===== config.mk =====
export PLATFORM = sky130hd
export DESIGN_NAME = mutex_arbiter
export DESIGN_NICKNAME = d
export VERILOG_FILES = /design/src/rtl/mutex_arbiter.sv
export SDC_FILE = /design/constraint.sdc
export NUM_CORES = 1
export LEC_CHECK = 0
export CAP_MARGIN = 30
export CELL_PAD_IN_SITES_DETAIL_PLACEMENT = 0
export CELL_PAD_IN_SITES_GLOBAL_PLACEMENT = 1
export CORE_ASPECT_RATIO = 1.2
export CORE_MARGIN = 1.5
export CORE_UTILIZATION = 43
export DETAILED_ROUTE_END_ITERATION = 12
export PLACE_DENSITY_LB_ADDON = 0.1
export SETUP_SLACK_MARGIN = 0.02
export SKIP_CTS_REPAIR_TIMING = 1
export SYNTH_ARGS = -nofsm -noshare
export SYNTH_HDL_FRONTEND = slang
export SYNTH_SLANG_ARGS = --single-unit

===== constraint.sdc =====
create_clock -name clock -period 2.67 [get_ports clock]
set_input_delay 0.801 -clock clock [delete_from_list [all_inputs] [get_ports clock]]
set_output_delay 0.801 -clock clock [all_outputs]
set_load 0.005 [all_outputs]

===== src/rtl/mutex_arbiter.sv =====
// Two-requester mutex arbiter. A grant lasts until the owner releases it,
// drops its request, or holds it for MAX_HOLD cycles. Each grant is followed
// by a forced all-idle gap. When both requesters ask at once, the one that
// did not own the most recent grant wins.
module mutex_arbiter #(
    parameter int MAX_HOLD    = 8,   // 1..255
    parameter int DEAD_CYCLES = 1    // 0..15
) (
    input  logic       clock,
    input  logic       reset,
    input  logic [1:0] req,
    // Release strobe, one bit per requester ("release" is a reserved word)
    input  logic [1:0] release_pulse,
    output logic [1:0] gnt,
    output logic       busy,
    output logic       timeout,
    output logic       last
);

    typedef enum logic [1:0] {
        IDLE = 2'd0,
        OWN0 = 2'd1,
        OWN1 = 2'd2,
        DEAD = 2'd3
    } state_t;

    localparam logic [7:0] HOLD_MAX = 8'(MAX_HOLD);
    localparam logic [3:0] DEAD_LEN = 4'(DEAD_CYCLES);

    state_t     state;
    logic [7:0] hold;
    logic [3:0] dead_cnt;

    logic owner;       // index of the current owner (valid in OWN0/OWN1)
    logic own_req;
    logic own_rel;
    logic expired;
    logic end_grant;
    logic pick;        // requester to grant from IDLE

    // Grant-end conditions look only at the owner's bits; the other
    // requester cannot influence a running grant.
    always_comb begin
        owner     = (state == OWN1);
        own_req   = req[owner];
        own_rel   = release_pulse[owner];
        expired   = (hold == HOLD_MAX);
        end_grant = ((state == OWN0) || (state == OWN1)) &&
                    (own_rel || !own_req || expired);
        pick      = (req == 2'b11) ? ~last : req[1];
    end

    // Arbiter FSM with all outputs registered alongside the state.
    always_ff @(posedge clock) begin
        if (reset) begin
            state    <= IDLE;
            gnt      <= 2'b00;
            busy     <= 1'b0;
            timeout  <= 1'b0;
            last     <= 1'b1;
            hold     <= 8'd0;
            dead_cnt <= 4'd0;
        end else begin
            timeout <= 1'b0;
            case (state)
                IDLE: begin
                    if (req != 2'b00) begin
                        state <= pick ? OWN1 : OWN0;
                        gnt   <= pick ? 2'b10 : 2'b01;
                        busy  <= 1'b1;
                        hold  <= 8'd1;
                    end
                end
                OWN0, OWN1: begin
                    if (end_grant) begin
                        last    <= owner;
                        gnt     <= 2'b00;
                        hold    <= 8'd0;
                        // Pulse only for a pure expiry: the owner still wanted
                        // the resource and did not give it back itself.
                        timeout <= expired && !own_rel && own_req;
                        if (DEAD_LEN != 4'd0) begin
                            state    <= DEAD;
                            busy     <= 1'b1;
                            dead_cnt <= 4'd1;
                        end else begin
                            state <= IDLE;
                            busy  <= 1'b0;
                        end
                    end else begin
                        hold <= hold + 8'd1;
                    end
                end
                DEAD: begin
                    if (dead_cnt >= DEAD_LEN) begin
                        state    <= IDLE;
                        busy     <= 1'b0;
                        dead_cnt <= 4'd0;
                    end else begin
                        dead_cnt <= dead_cnt + 4'd1;
                    end
                end
                default: begin
                    state <= IDLE;
                    gnt   <= 2'b00;
                    busy  <= 1'b0;
                end
            endcase
        end
    end

endmodule


==> results of run 1 <==
==> sequential cells by signal, indices dropped and copies added, names as in the netlist <==
signal	flops
busy	1
last	1
state	2
hold	8
dead_cnt	4
gnt	2
timeout	1
==> kinds of logic after synthesis <==
group	share of synthesized area
multiplexers	0.0734
buffers and inverters	0.0427
XOR/XNOR	0.0460
adder cells (fa/ha/maj)	0.0876
flip-flops	0.333
AND/OR/NAND/NOR	0.297
AO/OA/AOI/OAI	0.120
==> worst max-delay path, stage by stage <==
cell and delay [ns]:
clkdlybuf4s50_1 0.50, and4b_4 0.23, a31o_4 0.24, a21oi_1 0.24, mux2_2 0.36
==> area by class of cell <==
type / count / share of cell area
multi-input combinational: 89 / 0.539
sequential: 19 / 0.288
timing repair buffer: 14 / 0.0984
tap: 33 / 0.0312
inverter: 8 / 0.0227
clock buffer: 3 / 0.0170
clock inverter: 1 / 0.00378
==> routing by layer <==
layer  up-vias  GRT usage
met3         4     0.0253
met5         -          0
met2         7      0.340
li1        453          -
met1       436      0.200
met4         0     0.0833
==> final timing paths <==
path,endpoint,slack [ns],cells past startpoint
max,state[0],0.50,5
min,gnt[0],0.48,2
max reg2reg,state[0],0.62,6
min reg2reg,gnt[0],0.48,2
==> cell usage after synthesis (2+ instances only) <==
master and instances:
nand3_1 2, o21ai_0 3, nand4_1 3, clkbuf_1 2
nor3_1 9, mux2_2 3, nor2_1 8, nand2_1 13
dfxtp_1 19, nor3_2 2, mux2i_1 5, a21boi_0 2
nor4_2 2, xnor2_1 6, nor4b_2 3, nor3b_1 3
inv_1 8, a32o_1 2, a21oi_1 2, ha_1 8
==> power breakdown <==
part	leakage (nW)	internal [mW]	total (mW)	switching (mW)
registers	0.155	0.340	0.384	0.0435
logic	0.309	0.274	0.608	0.333
clock network	0.0177	0.0557	0.148	0.0925
total	0.482	0.671	1.14	0.469
==> results.cfg, run 1 <==
[timing]
rsz0062_at_grt = false
finalSetupViolCount = 0
period_share = 0.812
clock_skew_ns = 0.00208
fmax_ghz = 0.461
fin_crit_ns = 2.17
tightest_slew_ns = 0.518
hold_ws_ns = 0.476
max_slew_margin = 0.654
tns_ns = 0
drv_slew = 0
setup_ws_ns = 0.501
hold_viol = 0

[grt]
grt_overflow = 0
globalRouteTotalUtil = 0.181
grt_pass1_wl_microns = 4110
antenna_found_initial = 0
grt_pass1_vias = 950
grt_max_degree = 12

[synth]
synth_edf_count = 0
yosysUniqueCellTypes = 34
synth_area_per_cell_sq_um = 9.60
synthCells = 119
synth_top_cell_by_area = dfxtp_1
synth.area.top_cells = dfxtp_1, ha_1, xnor2_1
synthesis.area_sq_um = 1140
synth_ff_type = dfxtp_1
synth-seq-cells = 19
synth_fp_nets = 133
ys_seq_area_frac = 0.333
synthArstFlopShare = 0
synth.top_cell.area_share = 0.333
yosysWarnings = 0

[floorplan]
initial_core_util = 0.452
boundaryPins = 11
std_cell_rows = 20
die_area_sq_um = 2980
core_sq_um = 2530
die_y_microns = 59.5
die_width_microns = 50.1

[final_layout]
n_antenna_cell = 0
layout_common_cells = dfxtp_1, nand2_1, clkdlybuf4s50_1
final_common_cell = dfxtp_1
fillCellCount = 249
area_growth_syn_to_layout_pct = 15.8
multi_input_area_sq_um = 713
fin_nets = 149
post-route-cell-area_sq_um = 1320
finish.utilization = 0.523
fin_cells = 167
final-seq-area_sq_um = 380
drive_gt1_frac = 0.187

[placement]
gp_congestion = 0.693
port_buffers = 10
dp.cells = 163
pre_cts_ws_ns = 0.181
postPlaceCellArea_sq_um = 1290
place_hpwl_microns = 1760

[clock_network]
numCtsBuffers = 3
clkLatencyLatePin_ns = 0.29
cts_root_buf = clkbuf_4
cts_max_level = 1
clockBufferDepth = 2
clkTransAtPathRegs_ns = 0.11
cts_tree = done
clock_sinks = 19

[worst_setup_path]
crit_fanout = 5
crit_path_start = req[1]
r2r_start = state[0]
start_kind = input port
critPathRequiredTime_ns = 2.87
end_kind = flip-flop
crit_type = input port to flip-flop
arrival_ns = 2.37

[routing]
routed_wirelength_microns = 2350
ant_nets = 0
drt_first_pass_iters = 4
drt-vias-per-instance = 5.39
top_layer = met4
wl_met2_microns = 1260
wl_met1_microns = 1030
wl_met3_microns = 18
wl_per_cell_microns = 14.1
drt_iter0_markers = 17
drc = 0
vias = 900

[status]
status = complete, no violations

[power_and_ir_drop]
p_leak_nw = 0.482
powerDensity_nw_per_um2 = 862
power_mw = 1.14
ir_worst_vdd_v = 0.000742

[worst_hold_path]
worstHoldPathType = flip-flop to flip-flop
min_from = gnt[0]

[flow_run]
maxCapViolCount = 0
Power figures use the tool's default switching activity.
==> run 2: changes to the inputs <==
==> constraint.sdc (replaced) <==
create_clock -name clock -period 2.1 [get_ports clock]
set_input_delay 0.63 -clock clock [delete_from_list [all_inputs] [get_ports clock]]
set_output_delay 0.63 -clock clock [all_outputs]
set_load 0.005 [all_outputs]
==> run 2 against run 1 <==
Flip-flop and latch count did not move. Power rose by 41%. Worst setup slack got worse by 0.34 ns. Combinational power rose by 54%. Highest routed layer unchanged. Largest power group unchanged. Wire length rose by 0.47%. Clock skew fell by 0.00067 ns. Sequential share of layout area fell by 1.5 points. Die area did not move. Via count rose by 2.6%. Hold slack got worse by 0.0052 ns.
==> results.cfg, run 2 (synthesis results as in run 1) <==
[status]
status = complete, no violations

[final_layout]
largest_register_ffs = 8
drive_gt1_frac = 0.232
fin_nets = 157
final-seq-area_sq_um = 380
n_antenna_cell = 0
largestRegisters = hold: 8 flops, dead_cnt: 4 flops
area_growth_syn_to_layout_pct = 22.1
post-route-cell-area_sq_um = 1400
multi_input_area_sq_um = 713
final_common_cell = dfxtp_1
fillCellCount = 249
fin_cells = 175
largest_register = hold
layout_common_cells = dfxtp_1, nand2_1, buf_4

[clock_network]
clkTransAtPathRegs_ns = 0.11
clock_sinks = 19
clkLatencyLatePin_ns = 0.30
clockBufferDepth = 2
numCtsBuffers = 3
cts_root_buf = clkbuf_4
cts_tree = done
cts_max_level = 1

[flow_run]
maxCapViolCount = 0

[worst_setup_path]
critPathRequiredTime_ns = 2.30
arrival_ns = 2.14
rr_worst_depth = 6
start_kind = input port
r2r_start = state[0]
crit_path_start = release_pulse[1]
end_kind = flip-flop
crit_fanout = 5
crit_type = input port to flip-flop

[timing]
setup_ws_ns = 0.164
period_share = 0.922
fmax_ghz = 0.516
tightest_slew_ns = 0.446
rsz0062_at_grt = false
fin_crit_ns = 1.94
hold_viol = 0
tns_ns = 0
clock_skew_ns = 0.00140
finalSetupViolCount = 0
max_slew_margin = 0.700
drv_slew = 0

[power_and_ir_drop]
power_mw = 1.61
powerDensity_nw_per_um2 = 1160
p_seq_frac = 0.303
clockPowerShare = 0.116
p_sw_uw = 615
power_frac_comb = 0.581
netSwitchingFraction = 0.382
ir_worst_vdd_v = 0.000679
p_leak_nw = 0.526
internal_power_uw = 997

[grt]
grt_overflow = 0
grt_pass1_wl_microns = 4020
globalRouteTotalUtil = 0.179
antenna_found_initial = 0
grt_pass1_vias = 921
grt_max_degree = 17

[floorplan]
initial_core_util = 0.452
die_width_microns = 50.1
boundaryPins = 11
die_area_sq_um = 2980
core_sq_um = 2530
std_cell_rows = 20
die_y_microns = 59.5

[routing]
vias = 923
drt_first_pass_iters = 4
ant_nets = 0
drt-vias-per-instance = 5.27
routed_wirelength_microns = 2360
wl_per_cell_microns = 13.5
drt_iter0_markers = 16
drc = 0

[placement]
place_hpwl_microns = 1830
port_buffers = 10
postPlaceCellArea_sq_um = 1370
pre_cts_ws_ns = -0.168
dp.cells = 171
gp_congestion = 0.762

[worst_hold_path]
worstHoldPathCells = 2
worstHoldPathType = flip-flop to flip-flop
min_from = gnt[1]
run 2: cell count changes in the layout (fill, tap and decap cells not counted):
cell	delta
buf_12	+1
buf_4	+7
run 2: through the flow:
step / hold WS, ns / util
after global routing: 0.521 / 0.552
after global placement: 0.453 / 0.541
after CTS: 0.482 / 0.552
final: 0.470 / 0.552
after detailed placement: 0.463 / 0.541
after floorplan: 0.447 / -
run 2: cell type report:
| type | instances | area share |
|---|---|---|
| clock buffer | 3 | 0.0161 |
| clock inverter | 1 | 0.00359 |
| inverter | 8 | 0.0215 |
| multi-input combinational | 89 | 0.511 |
| sequential | 19 | 0.273 |
| tap | 33 | 0.0296 |
| timing repair buffer | 22 | 0.145 |
run 2: final timing paths:
kind	endpoint	slack, ns
max reg2reg	state[1]	0.22
min reg2reg	gnt[1]	0.47
max	state[1]	0.16
min	gnt[1]	0.47
run 2: power groups by stage:
| stage | clock [mW] | combinational (mW) | sequential, mW |
|---|---|---|---|
| after floorplan | 0 | 0.565 | 0.487 |
| after global placement | 0 | 0.931 | 0.495 |
| after detailed placement | 0 | 0.937 | 0.499 |
| after CTS | 0.197 | 0.941 | 0.491 |
| after global routing | 0.210 | 1.03 | 0.501 |
| final | 0.187 | 0.937 | 0.489 |
run 2: worst max-delay path, stage by stage:
cell             delay, ns
clkdlybuf4s50_1       0.47
and4b_4               0.20
a31o_4                0.23
a21oi_1               0.23
mux2_2                0.36
run 2: per-layer routing:
layer / track usage / routed length (microns) / vias up
met3: 0.0253 / 37 / 5
met1: 0.203 / 1040 / 440
met5: 0 / 0 / -
li1: - / - / 472
met2: 0.331 / 1250 / 6
met4: 0.0794 / 33 / 0
